[src/rtl/vram_arbiter.sv]
// ============================================================================
// Module   : vram_arbiter
// Purpose  : Shares the single-port VRAM between the display fetch path
//            (absolute priority) and a CPU req/ack load/store port.
// Revision : 1.0 - initial release
// ============================================================================
`default_nettype none

module vram_arbiter #(
  parameter int ADDR_W         = 14,
  parameter int DATA_W         = 16,
  parameter bit CPU_BLANK_ONLY = 1'b0
) (
  input  logic              pixelClock,
  input  logic              reset,
  input  logic              bright,
  input  logic              dispReq,
  input  logic [ADDR_W-1:0] dispAddr,
  output logic [DATA_W-1:0] dispData,
  output logic              dispValid,
  input  logic              cpuReq,
  input  logic              cpuWe,
  input  logic [ADDR_W-1:0] cpuAddr,
  input  logic [DATA_W-1:0] cpuWdata,
  output logic [DATA_W-1:0] cpuRdata,
  output logic              cpuAck,
  output logic [ADDR_W-1:0] memAddr,
  output logic              memWe,
  output logic [DATA_W-1:0] memWdata,
  input  logic [DATA_W-1:0] memRdata
);

  typedef enum logic [2:0] {
    ST_IDLE   = 3'd0,
    ST_WR_ACK = 3'd1,
    ST_RD1    = 3'd2,
    ST_RD2    = 3'd3,
    ST_RD_ACK = 3'd4
  } state_t;

  state_t              r_state;
  state_t              w_next;
  logic                w_cpu_gnt;
  logic                w_ack_next;
  logic                w_rd_capture;

  logic [ADDR_W-1:0]   r_memAddr;
  logic                r_memWe;
  logic [DATA_W-1:0]   r_memWdata;
  logic [1:0]          r_disp_pipe;
  logic [DATA_W-1:0]   r_dispData;
  logic                r_dispValid;
  logic [DATA_W-1:0]   r_cpuRdata;
  logic                r_cpuAck;

  // The display owns the slot whenever it asks; the CPU only gets leftovers.
  always_comb begin
    w_next       = r_state;
    w_cpu_gnt    = 1'b0;
    w_ack_next   = 1'b0;
    w_rd_capture = 1'b0;
    case (r_state)
      ST_IDLE: begin
        if (!dispReq && cpuReq && (!CPU_BLANK_ONLY || !bright)) begin
          w_cpu_gnt = 1'b1;
          if (cpuWe) begin
            w_next     = ST_WR_ACK;
            w_ack_next = 1'b1;
          end else begin
            w_next = ST_RD1;
          end
        end
      end
      ST_WR_ACK: w_next = ST_IDLE;
      ST_RD1:    w_next = ST_RD2;
      ST_RD2: begin
        w_next       = ST_RD_ACK;
        w_ack_next   = 1'b1;
        w_rd_capture = 1'b1;
      end
      ST_RD_ACK: w_next = ST_IDLE;
      default:   w_next = ST_IDLE;
    endcase
  end

  always_ff @(posedge pixelClock) begin
    if (reset) begin
      r_state     <= ST_IDLE;
      r_memAddr   <= '0;
      r_memWe     <= 1'b0;
      r_memWdata  <= '0;
      r_disp_pipe <= 2'b00;
      r_dispData  <= '0;
      r_dispValid <= 1'b0;
      r_cpuRdata  <= '0;
      r_cpuAck    <= 1'b0;
    end else begin
      r_state <= w_next;

      // Idle slots keep the last address so the RAM sees no spurious toggling.
      if (dispReq) begin
        r_memAddr <= dispAddr;
        r_memWe   <= 1'b0;
      end else if (w_cpu_gnt) begin
        r_memAddr  <= cpuAddr;
        r_memWe    <= cpuWe;
        r_memWdata <= cpuWdata;
      end else begin
        r_memWe <= 1'b0;
      end

      r_disp_pipe <= {r_disp_pipe[0], dispReq};
      r_dispValid <= r_disp_pipe[1];
      if (r_disp_pipe[1]) begin
        r_dispData <= memRdata;
      end

      r_cpuAck <= w_ack_next;
      if (w_rd_capture) begin
        r_cpuRdata <= memRdata;
      end
    end
  end

  assign memAddr   = r_memAddr;
  assign memWe     = r_memWe;
  assign memWdata  = r_memWdata;
  assign dispData  = r_dispData;
  assign dispValid = r_dispValid;
  assign cpuRdata  = r_cpuRdata;
  assign cpuAck    = r_cpuAck;

endmodule

`default_nettype wire

[config.mk]
export PLATFORM = sky130hd
export DESIGN_NAME = vram_arbiter
export DESIGN_NICKNAME = d
export VERILOG_FILES = /design/src/rtl/vram_arbiter.sv
export SDC_FILE = /design/constraint.sdc
export NUM_CORES = 1
export LEC_CHECK = 0
export ABC_AREA = 1
export CAP_MARGIN = 5
export CORE_ASPECT_RATIO = 1.2
export CORE_UTILIZATION = 40
export CTS_CLUSTER_SIZE = 24
export DETAILED_ROUTE_END_ITERATION = 10
export GPL_ROUTABILITY_DRIVEN = 0
export HOLD_SLACK_MARGIN = 0.12
export PLACE_DENSITY = 0.8
export SYNTH_ARGS = -nofsm -noshare
export SYNTH_HDL_FRONTEND = slang
export SYNTH_SLANG_ARGS = --single-unit
[constraint.sdc]
create_clock -name pixelClock -period 1.37 [get_ports pixelClock]
set_clock_uncertainty 0.1 [all_clocks]
set_input_delay 0.274 -clock pixelClock [delete_from_list [all_inputs] [get_ports pixelClock]]
set_output_delay 0.274 -clock pixelClock [all_outputs]
set_load 0.1 [all_outputs]
==> out/results.ini <==
[run_status]
outcome = finished, final reports clean

[layout]
fin_cells = 577
drive_gt1_share_pct = 27.5
final_cell_mix = nor2_1 (102), buf_12 (69), clkdlybuf4s50_1 (62)
stdcell_area_um2 = 5090
area_delta_synth_final_pct = 94.1
final_common_cell = nor2_1
antenna_cells = 0
nets = 557

[logic_synthesis]
yosys-top-cells-area = dfxtp_1 (53%), nor2_1 (15%), o21ai_0 (9.3%), nand2_1 (8.3%), nand3_1 (3.1%)
syn_nets = 413
synth_top_area_share_pct = 53.4
syn_avg_cell_area_um2 = 7.56
yosysTopAreaCell = dfxtp_1
yosys_register_bits = 70
netlist_area_um2 = 2630
postSynthCellCount = 347
netlist-cell-type-count = 21
ys_seq_area_share_pct = 53.4
yosysWarnings = 0

[worst_setup_path]
path_depth = 6
reg2reg_from = r_state[1]$_SDFFE_PP0P_
rr_worst_depth = 6
critPathSlowestCell = dfxtp_4
rrSetupSlack_ns = 0.02
critPathMaxStageDelay_ns = 0.37
endpoint_kind = flip-flop
worstPathRequired_ns = 1.50
critical_path_buf_inv_count = 2
worstSetupStartpointType = flip-flop
cp-endpoint = memWdata[2]$_SDFFE_PP0P_
cp_top_family = flip-flops
critical_path_arrival_ns = 1.48
path_class = reg2reg
rr_endpoint = memWdata[2]$_SDFFE_PP0P_
setup.worst_path.start = r_state[1]$_SDFFE_PP0P_
worst_path_most_repeated_cell = buf_12
crit_path_cell_trace = nor2_4 > nand3_4 > buf_12 > buf_12 > o21ai_1 > nor2_1
path_max_fanout = 8

[power_and_ir_drop]
peakVddDrop_mv = 0.774
p_per_area_nw_per_um2 = 1100
p_leak_nw = 2.11

[min_path]
hold_class = reg2reg

[floorplan]
row_count = 31
die_w_um = 76.0
die_h_um = 90.7
start_util_pct = 42.6
core_area_um2 = 6170
die_area_um2 = 6890
io_pins = 131

[routing]
totalWireLength_um = 8470
vias_per_cell = 5.00
remaining_drc_errors = 0
first_pass_iters = 4
route.detailed.wl_per_inst_um = 14.7
antenna_left = 0
vias = 2886
drt_iter0_drc = 180

[cts]
cts.sinks = 70
clk_pin_slew_worst_paths_ns = 0.07
cts_hold_buffers = 0
cts_tree = built
cts_made_buffers = 9
htree_levels = 3
clock_latency_ns = 0.34
root_buffer = clkbuf_8
cts.path.max_buffers = 2

[global_route]
grt_pass1_wl_um = 12500
grt_overflow_total = 0
grt_pass1_vias = 2735
antenna_found_initial = 0
grt_use_total_pct = 23.3
grt_max_degree = 43

[placement]
placedCellCount = 554
hpwl_um = 5900
port_buffers = 129
place_area_um2 = 4730

[sta]
finalSetupViolations = 0
timing.slew.headroom_pct = 84.8
timing.fmax_ghz = 0.741
hold_violations = 0
period_share_pct = 98.5
finalCriticalPeriod_ns = 1.35
tightest_slew_ns = 0.226
drv_slew = 0

[flow_run]
cap_viol_max_count = 0

what timing repair did:
item | in CTS | in global routing
endpoints found under the hold margin | 0 | 0
setup endpoints to repair | 12 | 36
resized for setup | 4 | 37
gates cloned | 0 | 4
setup buffers | 0 | 4
pin swaps | 0 | 5
synthesized netlist by cell type, drive strengths merged:
cell    count
inv         8
o21ai      49
nand2      59
nor2      104
a21oi      15
clkbuf      8
dfxtp      70
o21a        1
o22ai       1
nand3      18
buf        13
clkinv      1
how the worst min path moves through the flow:
stage,to,cells past startpoint,slack (ns),start
final,r_disp_pipe[1]$_SDFF_PP0_,2,0.32,r_disp_pipe[0]$_SDFF_PP0_
after global routing,r_disp_pipe[1]$_SDFF_PP0_,2,0.35,r_disp_pipe[0]$_SDFF_PP0_
after CTS,r_disp_pipe[1]$_SDFF_PP0_,2,0.32,r_disp_pipe[0]$_SDFF_PP0_
after detailed placement,r_disp_pipe[1]$_SDFF_PP0_,2,0.30,r_disp_pipe[0]$_SDFF_PP0_
after global placement,r_disp_pipe[1]$_SDFF_PP0_,2,0.30,r_disp_pipe[0]$_SDFF_PP0_
after floorplan,r_disp_pipe[1]$_SDFF_PP0_,2,0.29,r_disp_pipe[0]$_SDFF_PP0_
sequential cells by signal, summed over array words and instances, names as in the netlist:
register / flops
cpuRdata: 16
memWdata: 16
memWe: 1
dispData: 16
cpuAck: 1
r_state: 3
dispValid: 1
r_disp_pipe: 2
memAddr: 14
layout make-up:
type,instances,area [µm²]
multi-input combinational,248,1130
inverter,9,42.5
tap,82,103
clock buffer,13,179
fill,350,1070
timing repair inverter,1,7.51
sequential,70,1420
clock inverter,2,15.0
timing repair buffer,152,2190
logic make-up (layout without fill, tap and decap cells):
| group | after synthesis | count (layout) | share of synthesized area (%) |
|---|---|---|---|
| flip-flops | 70 | 70 | 53.4 |
| AO/OA/AOI/OAI | 66 | 66 | 12.7 |
| buffers and inverters | 30 | 177 | 5.81 |
| AND/OR/NAND/NOR | 181 | 182 | 28.1 |
stage by stage:
stage / util, % / setup slack (ns) / setup TNS, ns / hold slack [ns] / total power, W
finish: 82.6 / 0.0205 / 0 / 0.316 / 0.00563
floorplan: - / 0.0299 / 0 / 0.288 / 0.00324
global route: 82.6 / -0.0408 / -0.0695 / 0.353 / 0.00583
detailed placement: 76.8 / -0.404 / -10.75 / 0.304 / 0.00399
global placement: 76.8 / -0.272 / -7.81 / 0.300 / 0.00396
CTS: 80.0 / 0.0143 / 0 / 0.317 / 0.00556
power by group:
group	switching, W	total (W)	internal, W
registers	0.000115	0.00226	0.00215
clock network	0.000749	0.00159	0.000846
logic	0.00106	0.00177	0.000706
total	0.00192	0.00563	0.00370
worst register-to-register path, delay by kind of cell (launching register included):
kind | cells | cell delay [ns]
flip-flops | 1 | 0.37
buffers and inverters | 2 | 0.31
AND/OR/NAND/NOR | 3 | 0.30
AO/OA/AOI/OAI | 1 | 0.16
metal layers:
metal / up-vias / share of wire (%) / GRT usage, %
li1: 1398 / - / -
met1: 1333 / 37 / 23.0
met2: 130 / 53 / 43.0
met3: 25 / 7.0 / 5.76
met4: 0 / 2.8 / 15.5
met5: - / 0 / 0
(Power assumes the default switching activity.)
==> RTL edit 1: new RTL, config.mk and constraints unchanged <==
`ADDR_W`: 14 -> 13.
--- a/src/rtl/vram_arbiter.sv
+++ b/src/rtl/vram_arbiter.sv
@@ -9,3 +9,3 @@
 module vram_arbiter #(
-  parameter int ADDR_W         = 14,
+  parameter int ADDR_W         = 13,
   parameter int DATA_W         = 16,
Ports: changed (resized cpuAddr, dispAddr and memAddr); port bits go from 131 to 128. The function was not compared with the original's and may differ.
==> RTL edit 1 against the unedited design <==
Hold slack got worse by 0.014 ns; final area shrank 2.9%; synthesized area fell by 1.1%; sequential cell count decreased by 1; wire length is 7.9% lower; setup slack improved by 0.036 ns; first-iteration DRC count down 31%; total power down 3.9%; critical endpoint is now dispData[4].
==> RTL edit 1: results <==
[layout]
stdcell_count = 561
nets = 539
drive_gt1_share_pct = 26.7
n_antenna_cell = 0
fillerInstances = 370

[placed_design]
pre_cts_ws_ns = -0.318
dp_hpwl_um = 5720
place_area_um2 = 4680
place.port_buffers = 126

[pwr]
switchingPower_mw = 1.82
p_leak_nw = 2.05
vdd_drop_max_v = 0.000565

[logic_synthesis]
synthArstFlopShare_pct = 0
avgSynthCellArea_um2 = 7.68
seq_area_frac_synth_pct = 53.2
yosys-top-cells-area = "dfxtp_1, nor2_1, o21ai_0"
syn-num-nets = 402
synth_cell_types = 23
ys_top_cells_by_count = "nor2_1, dfxtp_1, nand2_1"
ys.flop_type = "dfxtp_1"
ys_warn_count = 0

[global_route]
grt_usage_pct = 23.9
grt_pass1_vias = 2732
antenna_found_initial = 0
grt_pass1_wl_um = 12400
grt_max_degree = 47

[worst_setup_path]
startpoint = "dispData[4]"
critPathSlowestCell = "dfxtp_1"
timing.rr.end = "cpuRdata[3]"
path_buf_inv = 1
crit_path_end = "dispData[4]"
worstPathArrival_ns = 0.94
critPathMaxStageDelay_ns = 0.41
critPathTopFamily = "flip-flops"
r2r_cells = 4
worst_r2r_startpoint = "r_state[1]"
path_max_fanout = 2
r2r_setup_slack_ns = 0.07

[outcome]
status = "completed"

[clock_network]
root_buffer = "clkbuf_8"
clock_path_buffers = 2
cts_inserted_buffers = 9
clk_latency_ns = 0.33
htree_levels = 3
path_clk_slew_ns = 0.07

[hold_path]
hold_path_class = "flip-flop to flip-flop"

[route]
drt_iter0_markers = 124
viasPerCell = 4.90
first_pass_iters = 4
drt-total-wl_um = 7800

[sta]
slew_headroom_pct = 81.4
max_freq_mhz = 761
hold_viol = 0
-- RTL edit 1: layout make-up --
class	count	area (µm²)	share of cell area (%)
repair buffers	145	2130	43.1
clock buffers	14	173	3.49
flip-flops and latches	69	1400	28.3
well taps	82	103	2.07
clock inverters	1	5.00	0.101
inverters	9	42.5	0.860
multi-input cells	241	1090	22.0
-- RTL edit 1: layer usage --
metal  global-route usage [%]  part of all wire, %  up-vias
met5                        0                    0        -
met4                     14.4                  3.7        0
met3                     6.05                  6.8       27
met2                     42.7                   53      111
met1                     23.6                   36     1256
li1                         -                    -     1355
-- RTL edit 1: cell families after synthesis --
group	count (synthesis)	share of synthesized area [%]
buffers and inverters	28	5.30
DFF	69	53.2
and+or+nand+nor	176	28.2
AOI/OAI and AO/OA	65	13.3
-- RTL edit 1: timing repair --
item,4_1_cts,5_1_grt
setup buffers,0,3
endpoints found under the setup margin,0,30
resized for setup,0,16
-- RTL edit 1: worst min path at each step --
| stage | from | to | slack, ns | depth (start not counted) |
|---|---|---|---|---|
| 3_5_place_dp | r_disp_pipe[0] | r_disp_pipe[1] | 0.30 | 2 |
| 3_3_place_gp | r_disp_pipe[0] | r_disp_pipe[1] | 0.29 | 2 |
| 4_1_cts | r_disp_pipe[0] | r_disp_pipe[1] | 0.30 | 2 |
| 5_1_grt | r_disp_pipe[0] | r_disp_pipe[1] | 0.34 | 2 |
| 6_report | r_disp_pipe[0] | r_disp_pipe[1] | 0.30 | 2 |
| 2_1_floorplan | r_disp_pipe[0] | r_disp_pipe[1] | 0.29 | 2 |
-- RTL edit 1: power groups by stage --
stage               Combinational [mW]  Sequential, mW  Clock [mW]
floorplan                        0.274            2.92           0
global placement                  1.63            2.26           0
detailed placement                1.66            2.27           0
CTS                               1.67            2.23        1.52
global route                      1.76            2.24        1.61
finish                            1.69            2.23        1.49
==> RTL edit 2: new RTL, same settings <==
Made on the original files. The 5 states of `state_t` get a one-hot encoding in 5 bits.
--- a/src/rtl/vram_arbiter.sv
+++ b/src/rtl/vram_arbiter.sv
@@ -32,8 +32,8 @@
 
-  typedef enum logic [2:0] {
-    ST_IDLE   = 3'd0,
-    ST_WR_ACK = 3'd1,
-    ST_RD1    = 3'd2,
-    ST_RD2    = 3'd3,
-    ST_RD_ACK = 3'd4
+  typedef enum logic [4:0] {
+    ST_IDLE   = 5'b00001,
+    ST_WR_ACK = 5'b00010,
+    ST_RD1    = 5'b00100,
+    ST_RD2    = 5'b01000,
+    ST_RD_ACK = 5'b10000
   } state_t;
Function: no difference found for any inputs over 10 cycles, from zero or initial values and one cycle with reset high; not proved beyond that.
==> RTL edit 2 against the unedited design <==
Total power fell by 0.39%; final area rose by 0.15%; wire length fell by 0.26%; synthesized area rose by 4.3%; sequential share of layout area rose by 0.67 points; setup slack got worse by 0.013 ns; sequential cell count rose by 2; sequential power barely moved; critical path type unchanged; largest cell class unchanged.
==> RTL edit 2: results <==
[outcome]
status = "completed"

[worst_setup_path]
r2r_setup_slack_ns = 0.007
crit_path_end = "cpuRdata[7]"
startpoint = "r_state[2]"
worstPathArrival_ns = 1.52
worst_r2r_startpoint = "r_state[2]"
r2r_cells = 5
path_max_fanout = 8

[logic_synthesis]
ys_top_cells_by_count = "nand2_1, dfxtp_1, a21oi_1"
synth_cell_types = 21
yosys-top-cells-area = "dfxtp_1, nand2_1, a21oi_1"
seq_area_frac_synth_pct = 52.6
ys_warn_count = 0
synthArstFlopShare_pct = 0
syn-num-nets = 421

[route]
drt_iter0_markers = 154
first_pass_iters = 4
wl_per_cell_um = 14.6
vias = 2942

[global_route]
grt_pass1_vias = 2847
grt_usage_pct = 23.4
antenna_found_initial = 0
grt_pass1_wl_um = 13100
grt_max_degree = 24

[clock_network]
path_clk_slew_ns = 0.08
clk_latency_ns = 0.33
cts_inserted_buffers = 9
clock_path_buffers = 2
htree_levels = 3
root_buffer = "clkbuf_8"

[layout]
n_antenna_cell = 0
drive_gt1_share_pct = 25.3
nets = 556

[pwr]
vdd_drop_max_v = 0.000790
p_leak_nw = 1.98

[hold_path]
hold_path_class = "flip-flop to flip-flop"

[sta]
slew_headroom_pct = 81.2
holdWs_ns = 0.299

[placed_design]
dp_hpwl_um = 6190
place.port_buffers = 129
RTL edit 2: cell types whose count changed after synthesis, sizes merged, moves of 2 or more:
cell    before  now
nor2       104   14
clkbuf       8   12
o21ai       49    0
nand2       59  139
a21oi       15   63
nand4        0   17
inv          8    4
dfxtp       70   72
RTL edit 2: what timing repair did:
action                                  4_1_cts  5_1_grt
hold buffers                                  1        0
buffers inserted                              0        0
endpoints found under the hold margin         1        0
endpoints found under the setup margin       29       35
pin swaps                                     0        2
resized for setup                             2        5
gates cloned                                  0        1
RTL edit 2: area by class of cell:
cell class	instances	area [µm²]
Sequential cell	72	1460
Timing Repair Buffer	149	2100
Inverter	5	18.8
Multi-Input combinational cell	253	1180
Clock inverter	5	105
Clock buffer	11	131
Fill cell	418	1420
Tap cell	85	106
RTL edit 2: cell families (layout without fill, tap and decap cells):
kind of cell	after synthesis	in the layout	share of synthesized area, %
buf+inv	31	170	5.57
compound gates	63	63	11.6
flops	72	72	52.6
simple gates	189	190	30.2
RTL edit 2: worst min path at each step:
stage	from	endpoint	cells past startpoint
3_3_place_gp	r_disp_pipe[0]	r_disp_pipe[1]	2
2_1_floorplan	cpuWe	r_state[2]	1
6_report	r_disp_pipe[0]	r_disp_pipe[1]	2
4_1_cts	r_disp_pipe[0]	r_disp_pipe[1]	2
3_5_place_dp	r_disp_pipe[0]	r_disp_pipe[1]	2
5_1_grt	r_disp_pipe[0]	r_disp_pipe[1]	2
RTL edit 2: metal layers:
layer / part of all wire [%] / track usage, % / routed length (µm) / vias to the layer above
met5: 0 / 0 / 0 / -
met2: 51 / 41.4 / 4330 / 149
met1: 37 / 25.3 / 3090 / 1330
li1: - / - / - / 1432
met4: 4.1 / 13.2 / 348 / 0
met3: 7.9 / 5.81 / 671 / 31
RTL edit 2: worst max-delay path, stage by stage, from the launching register on:
cell     delay, ns
dfxtp_1       0.32
buf_4         0.14
nor2_4        0.19
buf_4         0.21
nand4_1       0.11
a21oi_1       0.21
RTL edit 2: stage by stage:
stage                     instance area [µm²]  TNS, ns  setup WS [ns]  utilization [%]  std cells
after floorplan                          2760        0         0.0208                -        355
after CTS                                5070        0        0.00485             77.7        579
after global routing                     5100   -0.254        -0.0815             78.2        580
after global placement                   4820   -11.48         -0.384             73.9        562
after detailed placement                 4820   -13.39         -0.463             73.9        562
final                                    5100        0        0.00718             78.2        580
RTL edit 2: report_power, final:
| part | leakage [nW] | total (mW) | switching, mW | internal, mW |
|---|---|---|---|---|
| sequential | 0.592 | 2.26 | 0.0857 | 2.18 |
| clock | 0.110 | 1.99 | 0.779 | 1.21 |
| combinational | 1.27 | 1.35 | 0.806 | 0.543 |
| total | 1.98 | 5.60 | 1.67 | 3.93 |
